**src/rtl/serial_addsub_seq.sv**
```systemverilog
// Byte-serial multi-precision add/subtract sequencer sharing one 8-bit adder.
// Optional ADDSUB_FLAGS_EN adds registered zero/ovf flag outputs.
module serial_addsub_seq #(
    parameter int NBYTES = 4,
    localparam int WIDTH = 8 * NBYTES
) (
    input  logic             clk,
    input  logic             rst,
    input  logic             start,
    input  logic             mode,
    input  logic [WIDTH-1:0] a,
    input  logic [WIDTH-1:0] b,
    output logic             busy,
    output logic             done,
    output logic [WIDTH-1:0] result,
`ifdef ADDSUB_FLAGS_EN
    output logic             zero,
    output logic             ovf,
`endif
    output logic             cout
);

    localparam int IW = $clog2(NBYTES) + 1;

    typedef enum logic [1:0] {S_IDLE, S_RUN, S_DONE} state_t;

    state_t             state_q, state_d;
    logic [IW-1:0]      idx_q, idx_d;
    logic               carry_q, carry_d;
    logic               mode_q, mode_d;
    logic [WIDTH-1:0]   a_q, a_d;
    logic [WIDTH-1:0]   b_q, b_d;
    logic [WIDTH-1:0]   result_q, result_d;
    logic               cout_q, cout_d;
`ifdef ADDSUB_FLAGS_EN
    logic               zero_q, zero_d;
    logic               ovf_q, ovf_d;
    logic               c7;
`endif

    logic [7:0]         byte_a, byte_b;
    logic [8:0]         sum9;
    logic               addr_byte;

    // State register
    always_ff @(posedge clk or posedge rst) begin
        if (rst) state_q <= S_IDLE;
        else     state_q <= state_d;
    end

    // Next state: RUN keeps one extra cycle with idx == NBYTES to settle cout/flags
    always_comb begin
        state_d = state_q;
        case (state_q)
            S_IDLE: if (start) state_d = S_RUN;
            S_RUN:  if (idx_q == IW'(NBYTES)) state_d = S_DONE;
            S_DONE: state_d = S_IDLE;
            default: state_d = S_IDLE;
        endcase
    end

    always_comb begin
        busy = (state_q != S_IDLE);
        done = (state_q == S_DONE);
    end

    // Operands shift right so the live byte is always at [7:0]
    always_comb begin
        byte_a    = a_q[7:0];
        byte_b    = b_q[7:0] ^ {8{mode_q}};
        sum9      = {1'b0, byte_a} + {1'b0, byte_b} + {8'd0, carry_q};
        addr_byte = (idx_q < IW'(NBYTES));
`ifdef ADDSUB_FLAGS_EN
        c7        = byte_a[7] ^ byte_b[7] ^ sum9[7];
`endif
    end

    always_comb begin
        idx_d    = idx_q;
        carry_d  = carry_q;
        mode_d   = mode_q;
        a_d      = a_q;
        b_d      = b_q;
        result_d = result_q;
        cout_d   = cout_q;
`ifdef ADDSUB_FLAGS_EN
        zero_d   = zero_q;
        ovf_d    = ovf_q;
`endif
        case (state_q)
            S_IDLE: begin
                if (start) begin
                    a_d      = a;
                    b_d      = b;
                    mode_d   = mode;
                    idx_d    = '0;
                    carry_d  = mode;
                    result_d = '0;
                    cout_d   = 1'b0;
`ifdef ADDSUB_FLAGS_EN
                    zero_d   = 1'b0;
                    ovf_d    = 1'b0;
`endif
                end
            end
            S_RUN: begin
                if (addr_byte) begin
                    a_d     = a_q >> 8;
                    b_d     = b_q >> 8;
                    carry_d = sum9[8];
                    idx_d   = idx_q + 1'b1;
                    for (int i = 0; i < NBYTES; i++)
                        if (idx_q == IW'(i)) result_d[8*i +: 8] = sum9[7:0];
`ifdef ADDSUB_FLAGS_EN
                    if (idx_q == IW'(NBYTES - 1)) ovf_d = c7 ^ sum9[8];
`endif
                end else begin
                    cout_d = carry_q;
`ifdef ADDSUB_FLAGS_EN
                    zero_d = (result_q == '0);
`endif
                end
            end
            default: ;
        endcase
    end

    always_ff @(posedge clk or posedge rst) begin
        if (rst) begin
            idx_q    <= '0;
            carry_q  <= 1'b0;
            mode_q   <= 1'b0;
            a_q      <= '0;
            b_q      <= '0;
            result_q <= '0;
            cout_q   <= 1'b0;
`ifdef ADDSUB_FLAGS_EN
            zero_q   <= 1'b0;
            ovf_q    <= 1'b0;
`endif
        end else begin
            idx_q    <= idx_d;
            carry_q  <= carry_d;
            mode_q   <= mode_d;
            a_q      <= a_d;
            b_q      <= b_d;
            result_q <= result_d;
            cout_q   <= cout_d;
`ifdef ADDSUB_FLAGS_EN
            zero_q   <= zero_d;
            ovf_q    <= ovf_d;
`endif
        end
    end

    assign result = result_q;
    assign cout   = cout_q;
`ifdef ADDSUB_FLAGS_EN
    assign zero   = zero_q;
    assign ovf    = ovf_q;
`endif

endmodule

```
**config.mk**
```make
export PLATFORM = sky130hd
export DESIGN_NAME = serial_addsub_seq
export DESIGN_NICKNAME = d
export VERILOG_FILES = /design/src/rtl/serial_addsub_seq.sv
export SDC_FILE = /design/constraint.sdc
export NUM_CORES = 1
export LEC_CHECK = 0
export CAP_MARGIN = 15
export CORE_MARGIN = 1.5
export CORE_UTILIZATION = 48
export CTS_BUF_LIST = sky130_fd_sc_hd__clkbuf_4
export DETAILED_ROUTE_END_ITERATION = 16
export PLACE_DENSITY = 0.89
export RECOVER_POWER = 50
export SETUP_SLACK_MARGIN = 0.02
export SYNTH_ARGS = -nofsm -noshare
export SYNTH_HDL_FRONTEND = slang
export SYNTH_SLANG_ARGS = --single-unit
```
**constraint.sdc**
```tcl
create_clock -name clk -period 3 [get_ports clk]
set_clock_uncertainty 0.05 [all_clocks]
set_input_delay 0.45 -clock clk [delete_from_list [all_inputs] [get_ports clk]]
set_output_delay 0.45 -clock clk [all_outputs]
set_load 0.005 [all_outputs]
```
# --- Yosys cells after proc, flatten, opt, wreduce, memory -nomap -nowiden ---
# Index checks and enable logic that the tools add are counted.
# W data, S select, Z words.
op_classes:
  n_mux: 25
  order_cmp: 1
  n_eq_ne: 14
  add_sub_neg: 3
  n_reduce_logical: 12
  bitwise_logic: 1
ops:
  columns: ["cell", "count"]
  rows:
  - ["$mux W32", 6]
  - ["$pmux W32 S2", 3]
  - ["$mux W8", 4]
  - ["$ne A2 B2 Y1 const B", 8]
  - ["$reduce_and A4 Y1", 4]
  - ["$add A8 B8 Y9", 1]
  - ["$add A9 B1 Y9", 1]
  - ["$xor A8 B8 Y8", 1]
  - ["$eq A3 B2 Y1 const B", 2]
  - ["$mux W3", 2]
  - ["$pmux W3 S2", 1]
  - ["$reduce_and A3 Y1", 2]
  - ["$mux W1", 4]
  - ["$mux W2", 2]
  - ["$pmux W1 S2", 2]
  - ["$pmux W2 S2", 1]
  - ["$reduce_and A2 Y1", 2]
  - ["$reduce_bool A2 Y1", 2]
  - ["$add A3 B1 Y3 const B", 1]
  - ["$eq A3 B1 Y1 const B", 1]
  - ["$eq A3 B3 Y1 const B", 1]
  - ["$logic_not A3 Y1", 1]
  - ["$lt A3 B3 Y1 const B", 1]
  - ["$eq A2 B1 Y1 const B", 1]
  - ["other kinds (2)", 2]
word_totals:
  in_bits: 68
  out_inout_bits: 35
  regBits: 104
  word_cells: 67

# --- Logic depth before layout (Yosys ltp) ---
logic_depth:
  ltp_word: 6
  mapped_depth: 9

# --- Worst setup path after synthesis ---
# Ideal clock, no wire load.
synth_timing:
  path_type: "register to register"
  start: "register mode_q"
  end: "register result_q[12], in the netlist result[12]"
  setup_time_ns: 0.065
  arrival_time_ns: 2.345
  stages_incl_launch_ff: 10
  synth_period_minus_slack_ns: 2.461
  path_slack_ns: 0.539
  cell_sequence: "dfrtp_1 -> clkbuf_1 -> xnor2_1 -> fa_1 -> inv_1 -> fa_1 -> a211oi_1 -> nor2_1 -> nor3_1 -> mux2_2"
synth_between:
  elab_chain_cells: 6
synth_rtl:
  columns: ["item", "line_no", "rtl"]
  rows:
  - ["start: declaration", "30", "logic mode_q, mode_d;"]
  - ["start signal: assignment", "144", "mode_q <= mode_d;"]
  - ["$xor A8 B8 Y8", "70", "byte_b = b_q[7:0] ^ {8{mode_q}};"]
  - ["$add A8 B8 Y9", "71", "sum9 = {1'b0, byte_a} + {1'b0, byte_b} + {8'd0, carry_q};"]
  - ["$add A9 B1 Y9", "71", null]
  - ["$mux W8", "113", "if (idx_q == IW'(i)) result_d[8*i +: 8] = sum9[7:0];"]
  - ["$mux W32", "107", "if (addr_byte) begin"]
  - ["$pmux W32 S2", "90", "case (state_q)"]
  - ["end signal: assignment", "147", "result_q <= result_d;"]
  - ["end: declaration", "33", "logic [WIDTH-1:0] result_q, result_d;"]
# No other way between the ends. The select of a mux whose other input is x is not followed.
# A chain may end at the register's enable or synchronous reset.

# --- Worst setup path after layout ---
layout_timing:
  start: "register mode_q"
  end: "register result_q[4], in the netlist result[4]"
# The elaborated chain is that of the path after synthesis.

==> flow_metrics.tcl <==
set metrics [dict create \
    nets 697 \
    yosysTopAreaCellShare 0.521 \
    power_density_nw_per_um2 366 \
    max_freq_mhz 372 \
    via_per_inst 5.51 \
    design_area_um2 6200 \
    worstSetupPathType "register to register" \
    syn-cell-area_um2 4990 \
    cap_violations 0 \
    synth.area.mux_share 0.0113 \
    timing.critical_path.mode_cell "fa_1" \
    cts_root_buffer "clkbuf_4" \
    holdCritStartpoint "result[18]" \
    clk_latency_ps 440 \
    htreeDepth 3 \
    period_share 0.896 \
    synth_simple_gate_area_frac 0.187 \
    num_vias 4167 \
    vdd_drop_max_uv 180 \
    synthCells 529 \
    setup_tns_ps 0 \
    synth_compound_area_frac 0.182 \
    areaGrowthSynthToFinish_pct 24.1 \
    yosys.area_share.adder 0.0381 \
    cts_setup_buffers 0 \
    hold_path_end "result[18]" \
    cts_num_sinks 104 \
    ctsHoldBuffers 0 \
    end_kind "register" \
    post-dp-hpwl_mm 8.31 \
    totalWireLength_mm 11.1 \
    io_pins 103 \
    fillerInstances 885 \
    synth_nets 611 \
    synthTopCellsByArea "dfrtp_1, nand2_1, a31oi_1, nor2_1, ha_1" \
    worstHoldPathCells 2 \
    grt_pass1_wl_mm 18.9 \
    initial_core_util 0.488 \
    clk_pin_slew_ps 160 \
    cts_buffers 9 \
    slew_violations 0 \
    yosysWarnings 0 \
    place_congestion 0.830 \
    ant_nets 0 \
    r2r-start "mode_q" \
    slowest_stage "dfrtp_1" \
    outcome "completed" \
    cp_num_buf_inv 1 \
    grt_overflow_total 0 \
    cts_tree "built" \
    r2r_end "result[4]" \
    synthDistinctLibCells 48 \
    cp_slowest_stage_delay_ps 550 \
    postLayoutCoreUtil 0.606 \
    track_usage 0.212 \
    diodes 0 \
    first_pass_iters 5 \
    rsz0062_at_grt "false" \
    wl_per_cell_um 14.7 \
    ys_ff_latch 104 \
    async_flop_share 1.00 \
    ff2ff_path_depth 8 \
    cp_cell_sequence "xnor2_1, fa_1, inv_1, fa_1, a211oi_1, nor2_1, nor3_1, mux2_2" \
    cts_buffer_depth 2 \
    drt_iter0_markers 229 \
    coreArea_um2 10200 \
    drive_gt1_frac 0.0581 \
    preCtsSetupSlack_ps 368 \
    route.detailed.drc 0 \
    ctsResizeCount 0 \
    dpl_cell_area_um2 6120 \
    syn_area_per_cell_um2 9.44 \
    synth_ff_type "dfrtp_1" \
    crit_family "adder cells" \
    dieArea_um2 11000 \
    synth-xor-area-share 0.0158 \
    r2r_setup_slack_ps 310 \
    leakagePower_nw 2.64 \
    fp.dieW_um 105 \
    finalWorstSetupSlack_ps 311 \
    worstMarginPinSlew_ps 1370 \
    grt_pass1_vias 4050 \
    crit_fanout 9 \
    cp-start-kind "register" \
    antenna_found_initial 0 \
    synth_top_family_by_area "simple AND/OR/NAND/NOR gates" \
    required_ps 3330 \
    worstPathArrival_ps 3020 \
    fin_total_pwr_mw 2.27 \
    seq_area_frac_synth 0.521 \
    grt_max_degree 55 \
    fin_crit_ps 2690 \
    max_slew_margin 0.0791 \
    die_y_um 105 \
    setup_viol 0 \
    io_buffer_count 102 \
    num_rows 37 \
    finalHoldViolCount 0 \
    synth_edf_count 0 \
    holdCritPathClass "register to register" \
    synth_largest_area_cell "dfrtp_1" \
]
## cell type report
type / count / area, µm² / area share
Tap cell: 136 / 170 / 0.0275
Multi-Input combinational cell: 378 / 2170 / 0.351
Clock inverter: 7 / 56.3 / 0.00909
Clock buffer: 9 / 67.6 / 0.0109
Inverter: 10 / 38.8 / 0.00626
Sequential cell: 104 / 2600 / 0.420
Timing Repair Buffer: 112 / 1090 / 0.175
## per-stage QoR
step,std cells,hold slack (ps)
2_1_floorplan,529,423
3_3_place_gp,740,411
3_5_place_dp,740,422
4_1_cts,756,412
5_1_grt,756,467
6_report,756,442
## kinds of logic after synthesis
group	count (synthesis)
AO/OA/AOI/OAI	133
XOR/XNOR	9
adder cells (fa/ha/maj)	14
buffers and inverters	47
flip-flops	104
multiplexers	5
AND/OR/NAND/NOR	217
## worst max-delay path by stage
stage	startpoint	to	slack [ps]	cells after the start
global placement	mode_q	result[12]	500	8
finish	mode_q	result[4]	310	8
global route	mode_q	result[4]	40	8
CTS	mode_q	result[4]	310	8
detailed placement	mode_q	result[12]	370	8
floorplan	mode_q	result[12]	540	9
## power breakdown
part           switching, mW  leakage [nW]  internal, mW
clock                  0.474        0.0621         0.180
combinational         0.0838          1.56         0.110
sequential           0.00897          1.02          1.41
total                  0.567          2.64          1.70
## tightest hold or removal path, delay by kind of cell (launching register included)
kind | cells | cell delay [ps]
flip-flops | 1 | 370
AO/OA/AOI/OAI | 1 | 60
AND/OR/NAND/NOR | 1 | 40
## placed cells by master (no fill, tap or decap), types with 6 or more instances in the layout
cell and count:
ha_1 12, a21o_1 8, o21ai_1 8, a31oi_1 48
a21oi_1 6, nand2_1 130, o21ai_0 18, clkdlybuf4s50_1 86
nor2_1 53, dfrtp_1 104, clkbuf_4 9, inv_1 9
buf_4 7, a22o_1 17, o211ai_1 7, dlygate4sd3_1 16
xor2_1 8, nand2b_1 6
## state kept, by name, indices dropped and copies added (netlist names)
signal   cells
a_q         32
b_q         32
cout         1
mode_q       1
result      32
carry_q      1
idx_q        3
state_q      2
## synth_stat cells, types with 7 or more instances
| cell type | instances |
|---|---|
| buf_2 | 20 |
| inv_1 | 10 |
| o21ai_0 | 18 |
| nand2_1 | 130 |
| a22o_1 | 17 |
| nand2b_1 | 7 |
| nor2_1 | 53 |
| a21o_1 | 8 |
| a31oi_1 | 48 |
| ha_1 | 12 |
| xor2_1 | 8 |
| o211ai_1 | 7 |
| o21ai_1 | 8 |
| clkbuf_1 | 11 |
| dfrtp_1 | 104 |
## routing by layer
metal / routed length [µm] / track usage / up-vias / part of all wire
met5: 0 / 0 / - / 0
met4: 239 / 0.0812 / 0 / 0.022
met3: 568 / 0.0318 / 22 / 0.051
met2: 5380 / 0.351 / 152 / 0.49
met1: 4890 / 0.283 / 1979 / 0.44
li1: - / - / 2014 / -
(Power assumes the default switching activity.)
